### src/rtl/i2c_slave_byte_engine_if.sv
// Bus and client-side signals of the I2C target byte engine.
// The slave modport is the engine's view; the master modport is the view
// of whatever drives the pads and serves the register/FIFO side.
`timescale 1ns/1ps
interface i2c_slave_byte_engine_if;
  logic       scl_in;
  logic       sda_in;
  logic       sda_oe;
  logic [7:0] rx_data;
  logic       rx_valid;
  logic [7:0] tx_data;
  logic       tx_load;
  logic       rd_mode;
  logic       busy;
  logic       stop_det;
  logic       nack_det;

  modport slave (
    input  scl_in, sda_in, tx_data,
    output sda_oe, rx_data, rx_valid, tx_load, rd_mode, busy, stop_det, nack_det
  );

  modport master (
    output scl_in, sda_in, tx_data,
    input  sda_oe, rx_data, rx_valid, tx_load, rd_mode, busy, stop_det, nack_det
  );
endinterface

### src/rtl/i2c_slave_byte_engine.sv
// I2C target byte engine: oversamples SCL/SDA, detects START/STOP,
// matches a 7-bit address and then receives or transmits bytes MSB first.
`timescale 1ns/1ps
module i2c_slave_byte_engine #(
  parameter logic [6:0] SLAVE_ADDR = 7'h50
) (
  input logic                    clk,
  input logic                    asyn_rst_n,
  i2c_slave_byte_engine_if.slave bus
);

  typedef enum logic [2:0] {
    S_IDLE, S_ADDR, S_ADDR_ACK, S_WR_DATA, S_WR_ACK, S_RD_DATA, S_RD_ACK, S_WAIT
  } state_t;

  // Synchronisers reset to the idle-bus level so reset release makes no edge.
  logic [1:0] scl_sync_q, sda_sync_q;
  logic       scl_hist_q, sda_hist_q;

  state_t     state_q, state_d;
  logic [7:0] shift_q, shift_d;
  logic [2:0] cnt_q, cnt_d;
  // Byte-complete flag (write/read data) or master-ACK flag (RD_ACK).
  logic       done_q, done_d;
  logic       sda_oe_q, sda_oe_d;
  logic [7:0] rx_data_q, rx_data_d;
  logic       rx_valid_q, rx_valid_d;
  logic       rd_mode_q, rd_mode_d;
  logic       busy_q, busy_d;
  logic       stop_det_q, stop_det_d;
  logic       nack_det_q, nack_det_d;
  logic       tx_load_d;

  logic scl_s, sda_s, scl_rise, scl_fall, start_ev, stop_ev;

  // Two-flop synchroniser plus one history flop per pad.
  always_ff @(posedge clk or negedge asyn_rst_n) begin
    if (!asyn_rst_n) begin
      scl_sync_q <= 2'b11;
      sda_sync_q <= 2'b11;
      scl_hist_q <= 1'b1;
      sda_hist_q <= 1'b1;
    end else begin
      scl_sync_q <= {scl_sync_q[0], bus.scl_in};
      sda_sync_q <= {sda_sync_q[0], bus.sda_in};
      scl_hist_q <= scl_sync_q[1];
      sda_hist_q <= sda_sync_q[1];
    end
  end

  assign scl_s    = scl_sync_q[1];
  assign sda_s    = sda_sync_q[1];
  assign scl_rise = scl_s & ~scl_hist_q;
  assign scl_fall = ~scl_s & scl_hist_q;
  // SCL must be high on both samples so an SCL edge never looks like START/STOP.
  assign start_ev = scl_s & scl_hist_q & sda_hist_q & ~sda_s;
  assign stop_ev  = scl_s & scl_hist_q & ~sda_hist_q & sda_s;

  // Protocol state register and datapath registers.
  always_ff @(posedge clk or negedge asyn_rst_n) begin
    if (!asyn_rst_n) begin
      state_q    <= S_IDLE;
      shift_q    <= 8'h00;
      cnt_q      <= 3'd0;
      done_q     <= 1'b0;
      sda_oe_q   <= 1'b0;
      rx_data_q  <= 8'h00;
      rx_valid_q <= 1'b0;
      rd_mode_q  <= 1'b0;
      busy_q     <= 1'b0;
      stop_det_q <= 1'b0;
      nack_det_q <= 1'b0;
    end else begin
      state_q    <= state_d;
      shift_q    <= shift_d;
      cnt_q      <= cnt_d;
      done_q     <= done_d;
      sda_oe_q   <= sda_oe_d;
      rx_data_q  <= rx_data_d;
      rx_valid_q <= rx_valid_d;
      rd_mode_q  <= rd_mode_d;
      busy_q     <= busy_d;
      stop_det_q <= stop_det_d;
      nack_det_q <= nack_det_d;
    end
  end

  // Next-state logic: START/STOP first, then per-state SCL edge handling.
  always_comb begin
    state_d    = state_q;
    shift_d    = shift_q;
    cnt_d      = cnt_q;
    done_d     = done_q;
    sda_oe_d   = sda_oe_q;
    rx_data_d  = rx_data_q;
    rx_valid_d = 1'b0;
    rd_mode_d  = rd_mode_q;
    busy_d     = busy_q;
    stop_det_d = 1'b0;
    nack_det_d = 1'b0;
    tx_load_d  = 1'b0;

    if (stop_ev) begin
      state_d    = S_IDLE;
      sda_oe_d   = 1'b0;
      busy_d     = 1'b0;
      rd_mode_d  = 1'b0;
      done_d     = 1'b0;
      stop_det_d = 1'b1;
    end else if (start_ev) begin
      state_d  = S_ADDR;
      cnt_d    = 3'd0;
      done_d   = 1'b0;
      sda_oe_d = 1'b0;
    end else begin
      case (state_q)
        S_ADDR: if (scl_rise) begin
          shift_d = {shift_q[6:0], sda_s};
          cnt_d   = cnt_q + 3'd1;
          if (cnt_q == 3'd7) begin
            // shift_q[6:0] holds the address; sda_s is R/W. 0x00 never matches.
            if (shift_q[6:0] == SLAVE_ADDR && SLAVE_ADDR != 7'h00) begin
              rd_mode_d = sda_s;
              busy_d    = 1'b1;
              state_d   = S_ADDR_ACK;
            end else begin
              rd_mode_d = 1'b0;
              busy_d    = 1'b0;
              state_d   = S_IDLE;
            end
          end
        end
        // First fall starts the ACK clock, second fall ends it.
        S_ADDR_ACK: if (scl_fall) begin
          if (!sda_oe_q) begin
            sda_oe_d = 1'b1;
          end else if (rd_mode_q) begin
            tx_load_d = 1'b1;
            shift_d   = bus.tx_data;
            sda_oe_d  = ~bus.tx_data[7];
            cnt_d     = 3'd0;
            state_d   = S_RD_DATA;
          end else begin
            sda_oe_d = 1'b0;
            cnt_d    = 3'd0;
            state_d  = S_WR_DATA;
          end
        end
        S_WR_DATA: begin
          if (scl_rise && !done_q) begin
            shift_d = {shift_q[6:0], sda_s};
            cnt_d   = cnt_q + 3'd1;
            if (cnt_q == 3'd7) begin
              rx_data_d  = {shift_q[6:0], sda_s};
              rx_valid_d = 1'b1;
              done_d     = 1'b1;
            end
          end else if (scl_fall && done_q) begin
            sda_oe_d = 1'b1;
            done_d   = 1'b0;
            state_d  = S_WR_ACK;
          end
        end
        S_WR_ACK: if (scl_fall) begin
          sda_oe_d = 1'b0;
          state_d  = S_WR_DATA;
        end
        // Shift after each bit is clocked out; the new MSB is driven on the fall.
        S_RD_DATA: begin
          if (scl_rise) begin
            shift_d = {shift_q[6:0], sda_s};
            cnt_d   = cnt_q + 3'd1;
            if (cnt_q == 3'd7) done_d = 1'b1;
          end else if (scl_fall) begin
            if (done_q) begin
              sda_oe_d = 1'b0;
              done_d   = 1'b0;
              state_d  = S_RD_ACK;
            end else begin
              sda_oe_d = ~shift_q[7];
            end
          end
        end
        S_RD_ACK: begin
          if (scl_rise) begin
            if (sda_s) begin
              nack_det_d = 1'b1;
              sda_oe_d   = 1'b0;
              state_d    = S_WAIT;
            end else begin
              done_d = 1'b1;
            end
          end else if (scl_fall && done_q) begin
            tx_load_d = 1'b1;
            shift_d   = bus.tx_data;
            sda_oe_d  = ~bus.tx_data[7];
            done_d    = 1'b0;
            cnt_d     = 3'd0;
            state_d   = S_RD_DATA;
          end
        end
        default: ;
      endcase
    end
  end

  assign bus.sda_oe   = sda_oe_q;
  assign bus.rx_data  = rx_data_q;
  assign bus.rx_valid = rx_valid_q;
  assign bus.tx_load  = tx_load_d;
  assign bus.rd_mode  = rd_mode_q;
  assign bus.busy     = busy_q;
  assign bus.stop_det = stop_det_q;
  assign bus.nack_det = nack_det_q;

endmodule

### src/flat_wrapper.sv
// flat-port wrapper written by rule: the top's interface ports become plain ports
module i2c_slave_byte_engine_flat 
#(
  parameter logic [6:0] SLAVE_ADDR = 7'h50
)
  (clk, asyn_rst_n, bus_scl_in, bus_sda_in, bus_tx_data, bus_sda_oe, bus_rx_data, bus_rx_valid, bus_tx_load, bus_rd_mode, bus_busy, bus_stop_det, bus_nack_det);
  i2c_slave_byte_engine_if bus_i ();
  input logic clk;
  input logic asyn_rst_n;
  input wire logic [$bits(bus_i.scl_in)-1:0] bus_scl_in;
  input wire logic [$bits(bus_i.sda_in)-1:0] bus_sda_in;
  input wire logic [$bits(bus_i.tx_data)-1:0] bus_tx_data;
  output wire logic [$bits(bus_i.sda_oe)-1:0] bus_sda_oe;
  output wire logic [$bits(bus_i.rx_data)-1:0] bus_rx_data;
  output wire logic [$bits(bus_i.rx_valid)-1:0] bus_rx_valid;
  output wire logic [$bits(bus_i.tx_load)-1:0] bus_tx_load;
  output wire logic [$bits(bus_i.rd_mode)-1:0] bus_rd_mode;
  output wire logic [$bits(bus_i.busy)-1:0] bus_busy;
  output wire logic [$bits(bus_i.stop_det)-1:0] bus_stop_det;
  output wire logic [$bits(bus_i.nack_det)-1:0] bus_nack_det;
  assign bus_i.scl_in = bus_scl_in;
  assign bus_i.sda_in = bus_sda_in;
  assign bus_i.tx_data = bus_tx_data;
  assign bus_sda_oe = bus_i.sda_oe;
  assign bus_rx_data = bus_i.rx_data;
  assign bus_rx_valid = bus_i.rx_valid;
  assign bus_tx_load = bus_i.tx_load;
  assign bus_rd_mode = bus_i.rd_mode;
  assign bus_busy = bus_i.busy;
  assign bus_stop_det = bus_i.stop_det;
  assign bus_nack_det = bus_i.nack_det;
  i2c_slave_byte_engine #(.SLAVE_ADDR(SLAVE_ADDR)) u_core (.clk(clk), .asyn_rst_n(asyn_rst_n), .bus(bus_i));
endmodule
### config.mk
export PLATFORM = sky130hd
export DESIGN_NAME = i2c_slave_byte_engine_flat
export DESIGN_NICKNAME = d
export VERILOG_FILES = /design/src/rtl/i2c_slave_byte_engine_if.sv /design/src/rtl/i2c_slave_byte_engine.sv /design/src/flat_wrapper.sv
export SDC_FILE = /design/constraint.sdc
export NUM_CORES = 1
export LEC_CHECK = 0
export BUFFER_PORTS_ARGS = -buffer_cell sky130_fd_sc_hd__buf_2
export CAP_MARGIN = 20
export CORE_MARGIN = 5
export CORE_UTILIZATION = 40
export DETAILED_ROUTE_END_ITERATION = 7
export PLACE_DENSITY = 0.59
export SYNTH_ARGS = -nofsm -noshare
export SYNTH_HDL_FRONTEND = slang
export SYNTH_SLANG_ARGS = --single-unit
### constraint.sdc
create_clock -name clk -period 3.7 [get_ports clk]
set_clock_uncertainty 0.05 [all_clocks]
set_input_delay 0.37 -clock clk [delete_from_list [all_inputs] [get_ports clk]]
set_output_delay 0.37 -clock clk [all_outputs]
set_load 0.01 [all_outputs]
# Yosys cells after proc, flatten, opt, wreduce, memory -nomap -nowiden
# Cells that the tools add are included.
# W data, S select, Z words.
[totals] regBits=35 out_inout_bits=15 word_cells=175
[op_classes] bitwise_logic=15 n_addsub=1 n_mux=89 eq_ne=36 n_reduce_logical=19
[ops] op="$mux W3" count=23
[ops] op="$mux W8" count=7
[ops] op="$mux W1" count=52
[ops] op="$ne A4 B1 Y1 const B" count=8
[ops] op="$pmux W8 S4" count=1
[ops] op="$pmux W3 S6" count=1
[ops] op="$ne A3 B1 Y1 const B" count=5
[ops] op="$reduce_and A13 Y1" count=1
[ops] op="$eq A3 B3 Y1 const B" count=4
[ops] op="$ne A2 B1 Y1 const B" count=6
[ops] op="$pmux W3 S4" count=1
[ops] op="$ne A5 B1 Y1 const B" count=2
[ops] op="$reduce_and A10 Y1" count=1
[ops] op="$reduce_bool A5 Y1" count=2
[ops] op="$reduce_and A9 Y1" count=1
[ops] op="$not A1 Y1" count=8
[ops] op="$reduce_and A8 Y1" count=1
[ops] op="$reduce_bool A8 Y1" count=1
[ops] op="$and A1 B1 Y1" count=7
[ops] op="$eq A7 B7 Y1 const B" count=1
[ops] op="$reduce_bool A7 Y1" count=1
[ops] op="$eq A3 B2 Y1 const B" count=2
[ops] op="$reduce_bool A2 Y1" count=3
[ops] op="$ne A5 B4 Y1 const B" count=1
[ops] op="other kinds (18)" count=20

# Longest topological paths before layout
[logic_depth] ltp_word=8 ltp_mapped=7 ltp_nobuf=6

# Least setup slack after synthesis
# No wires, ideal clock.
[synth_path] path_kind="register to register" from="register u_core.state_q[2]" to="register u_core.shift_q[0]" arrival_time_ns=1.760 stages_incl_launch_ff=8 synth_period_minus_slack_ns=1.935 t_required_ns=3.525 slack_ns=1.765 setup_time_ns=0.125 cell_sequence="dfrtp_1 -> buf_6 -> nand2b_4 -> a211o_1 -> a22oi_4 -> o311a_2 -> buf_12 -> mux2_4"
[synth_between] elab_chain_cells=4
[synth_rtl] item="from (decl)" line_no="i2c_slave_byte_engine.sv:20" source="state_t state_q, state_d;"
[synth_rtl] item="from (signal assigned)" line_no="i2c_slave_byte_engine.sv:74" source="state_q <= state_d;"
[synth_rtl] item="$eq A3 B1 Y1 / $eq A3 B3 Y1 (equally long branches)" line_no="i2c_slave_byte_engine.sv:116" source="case (state_q)"
[synth_rtl] item="$reduce_or A2 Y1 (no line)"
[synth_rtl] item="$ne A2 B1 Y1 (no line) / $reduce_bool A4 Y1 (equally long branches)"
[synth_rtl] item="$reduce_and A10 Y1 (no line)"
[synth_rtl] item="to (signal assigned)" line_no="i2c_slave_byte_engine.sv:75" source="shift_q <= shift_d;"
[synth_rtl] item="to (decl)" line_no="i2c_slave_byte_engine.sv:21" source="logic [7:0] shift_q, shift_d;"
# Several ways; a longest one is shown, not always the timed one.
# A chain may end at the register's enable or synchronous reset.

# Worst setup path in the final report
[layout_path] from="register u_core.state_q[1]" to="register u_core.shift_q[6]"
# Same word-level chain as after synthesis.

==> flow_summary.rst <==
.. list-table::
   :header-rows: 1

   * - Metric
     - Value
   * - Number of cells upsized or downsized after cts
     - 0
   * - Via count
     - 1525
   * - Count of port buffers added during placement
     - 26
   * - Clock latency on the worst-skew pair
     - 290 ps
   * - Multi-input combinational cell area
     - 1000 µm²
   * - Pwr/cell area
     - 620 nW/µm²
   * - Antenna diodes
     - 0
   * - Clock slew at reported path FFs
     - 80 ps
   * - Die Outline Area
     - 6560 µm²
   * - Count of filler cells inserted in the layout
     - 468
   * - Avg Synthesized Cell Area
     - 11.3 µm²
   * - Max-cap violations
     - 0
   * - Number of instances in the synthesized netlist
     - 178
   * - Initial antenna violation count
     - 0
   * - Post-route ant nets
     - 0
   * - Via count of the first global-routing pass
     - 1551
   * - Worst rel slew slack
     - 0.469
   * - Number of H-tree levels
     - 2
   * - Number of buffers on the longest clock path
     - 2
   * - Final setup violation count
     - 0
   * - Final min period
     - 2470 ps
   * - Crit start category
     - register
   * - Synthesis Warnings
     - 0
   * - GR Overflow Total
     - 0
   * - Share of the cycle needed by the critical path after routing
     - 0.668
   * - Average routed wire per standard cell
     - 17.5 µm
   * - # clock sinks
     - 35
   * - Number of enable flip-flop cells after synthesis
     - 0
   * - Met3 WL
     - 317 µm
   * - Sequential area share after synthesis
     - 0.439
   * - DP Wirelength
     - 3.31 mm
   * - Number of DRC violations after detailed routing
     - 0
   * - Via-per-instance ratio
     - 5.67
   * - Area of the core region
     - 4820 µm²
   * - Endpoints failing hold
     - 0
   * - Setup TNS
     - 0 ps
   * - Setup bufs post-CTS
     - 0
   * - CTS buffer count
     - 5
   * - Highest clock rate
     - 0.405 GHz
   * - Sequential cell area
     - 883 µm²
   * - Worst min path class
     - in2async
   * - Clock tree from TritonCTS
     - done
   * - Initial Utilization
     - 0.418
   * - Required @ worst endpoint
     - 3820 ps
   * - Run status
     - finished, final reports clean
   * - Leak pwr
     - 1.04 nW
   * - RSZ-0062 raised after global routing
     - no
   * - Post-Syn Nets
     - 192
   * - Final routed wirelength across all metal layers
     - 4.70 mm
   * - Yosys reg bits
     - 35
   * - Total met2 wirelength after detailed routing
     - 2.19 mm
   * - Die X-Extent
     - 81.0 µm
   * - Final RePlAce weighted congestion
     - 0.825
   * - Layout Cell Area excl Fill
     - 2260 µm²
   * - Netlist cell types
     - 54
   * - Fin. max-slew vios
     - 0
   * - Clk root buf
     - sky130_fd_sc_hd__clkbuf_8
   * - Cts hold-fix bufs
     - 0
   * - Initial DRC count
     - 122
   * - Critical path start-end classification
     - reg2reg
   * - Arrival time reported for the critical path endpoint
     - 2590 ps
   * - Wire length of the first global-routing pass
     - 7.97 mm
   * - Vertical extent of the die
     - 81.0 µm
   * - Dominant register cell in the synthesized netlist
     - sky130_fd_sc_hd__dfrtp_1
   * - Cell area after synthesis
     - 2010 µm²
   * - Proportion of layout cells with a drive suffix above 1
     - 0.381
   * - # nets final
     - 215
   * - Row cnt
     - 25
   * - Worst-margin pin slew
     - 797 ps
   * - CP Max Fanout
     - 22
   * - Area after detailed placement
     - 2120 µm²
   * - Synth-to-layout area growth
     - 12.2%
   * - Top layer used by detailed routing
     - met4
   * - Maximum number of pins on one net before global-route repair
     - 36
   * - Max IR drop VDD
     - 0.280 mV
   * - DRT Pass-1 Iters
     - 5
   * - Number of I/O pins
     - 27
   * - M1 WL
     - 2.13 mm
   * - Worst setup EP type
     - register
   * - Post-synth ARST share
     - 1.00
   * - GRT Overall Usage
     - 0.162
layout make-up:
class	count	share of cell area
clock inverter	3	0.0299
multi-input combinational	128	0.444
clock buffer	5	0.0305
sequential	35	0.391
inverter	4	0.00664
timing repair buffer	27	0.0609
tap	67	0.0371
cell usage in the layout (no fill, tap or decap), types with 4 or more instances in the layout:
master / netlist / final
sky130_fd_sc_hd__o21ai_0: 12 / 12
sky130_fd_sc_hd__dfrtp_1: 29 / 29
sky130_fd_sc_hd__nor2_1: 9 / 9
sky130_fd_sc_hd__mux2_4: 8 / 8
sky130_fd_sc_hd__dfstp_2: 6 / 6
sky130_fd_sc_hd__nand4_1: 4 / 4
sky130_fd_sc_hd__buf_2: 2 / 26
sky130_fd_sc_hd__nand2_1: 15 / 15
sky130_fd_sc_hd__clkbuf_8: 3 / 5
sky130_fd_sc_hd__mux2_2: 19 / 19
sky130_fd_sc_hd__inv_1: 4 / 4
flip-flops by register name, summed over array words and instances, names as in the netlist, 2 cells and up:
name                flops
u_core.bus.rx_data      8
u_core.cnt_q            3
u_core.scl_sync_q       2
u_core.sda_sync_q       2
u_core.shift_q          8
u_core.state_q          3
power by group:
part,total [W],switching (W),internal (W)
Combinational,0.000408,0.000169,0.000239
Clock,0.000420,0.000151,0.000269
Sequential,0.000573,0.000119,0.000454
stage by stage:
step	hold WS [ps]	setup WS (ps)	std cells	utilization	power, W
CTS	114	1260	269	0.469	0.00141
detailed placement	297	1280	261	0.441	0.000989
floorplan	24.4	1770	178	-	0.000939
finish	107	1230	269	0.469	0.00140
global route	114	1120	269	0.469	0.00148
global placement	296	1350	261	0.441	0.000975
cell usage after synthesis (all sizes together), types with 4 or more instances:
cell,n,area share
a21o,4,0.016
buf,7,0.034
clkbuf,4,0.022
dfrtp,29,0.36
dfstp,6,0.078
inv,4,0.0075
mux2,27,0.17
nand2,15,0.028
nand2b,5,0.023
nand4,4,0.012
nor2,9,0.017
nor2b,4,0.014
o21ai,12,0.030
kinds of logic (layout without fill, tap and decap cells):
kind of cell	count (synthesis)	after routing	share of synthesized area
AOI/OAI and AO/OA	44	44	0.163
xor gates and xnor gates	1	1	0.00435
adders and majority gates	2	2	0.0124
buffers and inverters	15	39	0.0633
DFF	35	35	0.439
muxes	27	27	0.166
and+or+nand+nor	54	54	0.152
layer usage:
layer  vias up  track usage
met1       760        0.214
met2        52        0.267
met4         0       0.0439
li1        705            -
met5         -            0
met3         8       0.0388
final timing paths:
| check | from | end | slack, ps | cells past startpoint |
|---|---|---|---|---|
| hold reg to reg | u_core.scl_sync_q[0] | u_core.scl_sync_q[1] | 310 | 0 |
| setup reg to reg | u_core.state_q[1] | u_core.shift_q[6] | 1230 | 5 |
| setup / recovery | u_core.state_q[1] | u_core.shift_q[6] | 1230 | 5 |
| min in group clk | bus_sda_in | u_core.sda_sync_q[0] | 120 | 1 |
| hold / removal | asyn_rst_n | u_core.bus.rx_data[1] | 110 | 1 |
| max in group asynchronous | asyn_rst_n | u_core.bus.sda_oe | 2980 | 1 |
worst max-delay path, cell delays in order (launching register included):
cell	delay, ps
sky130_fd_sc_hd__dfrtp_1	800
sky130_fd_sc_hd__and2_4	320
sky130_fd_sc_hd__nor2b_2	140
sky130_fd_sc_hd__a22oi_4	290
sky130_fd_sc_hd__o311a_2	410
sky130_fd_sc_hd__mux2_4	340
Power figures use the tool's default switching activity.
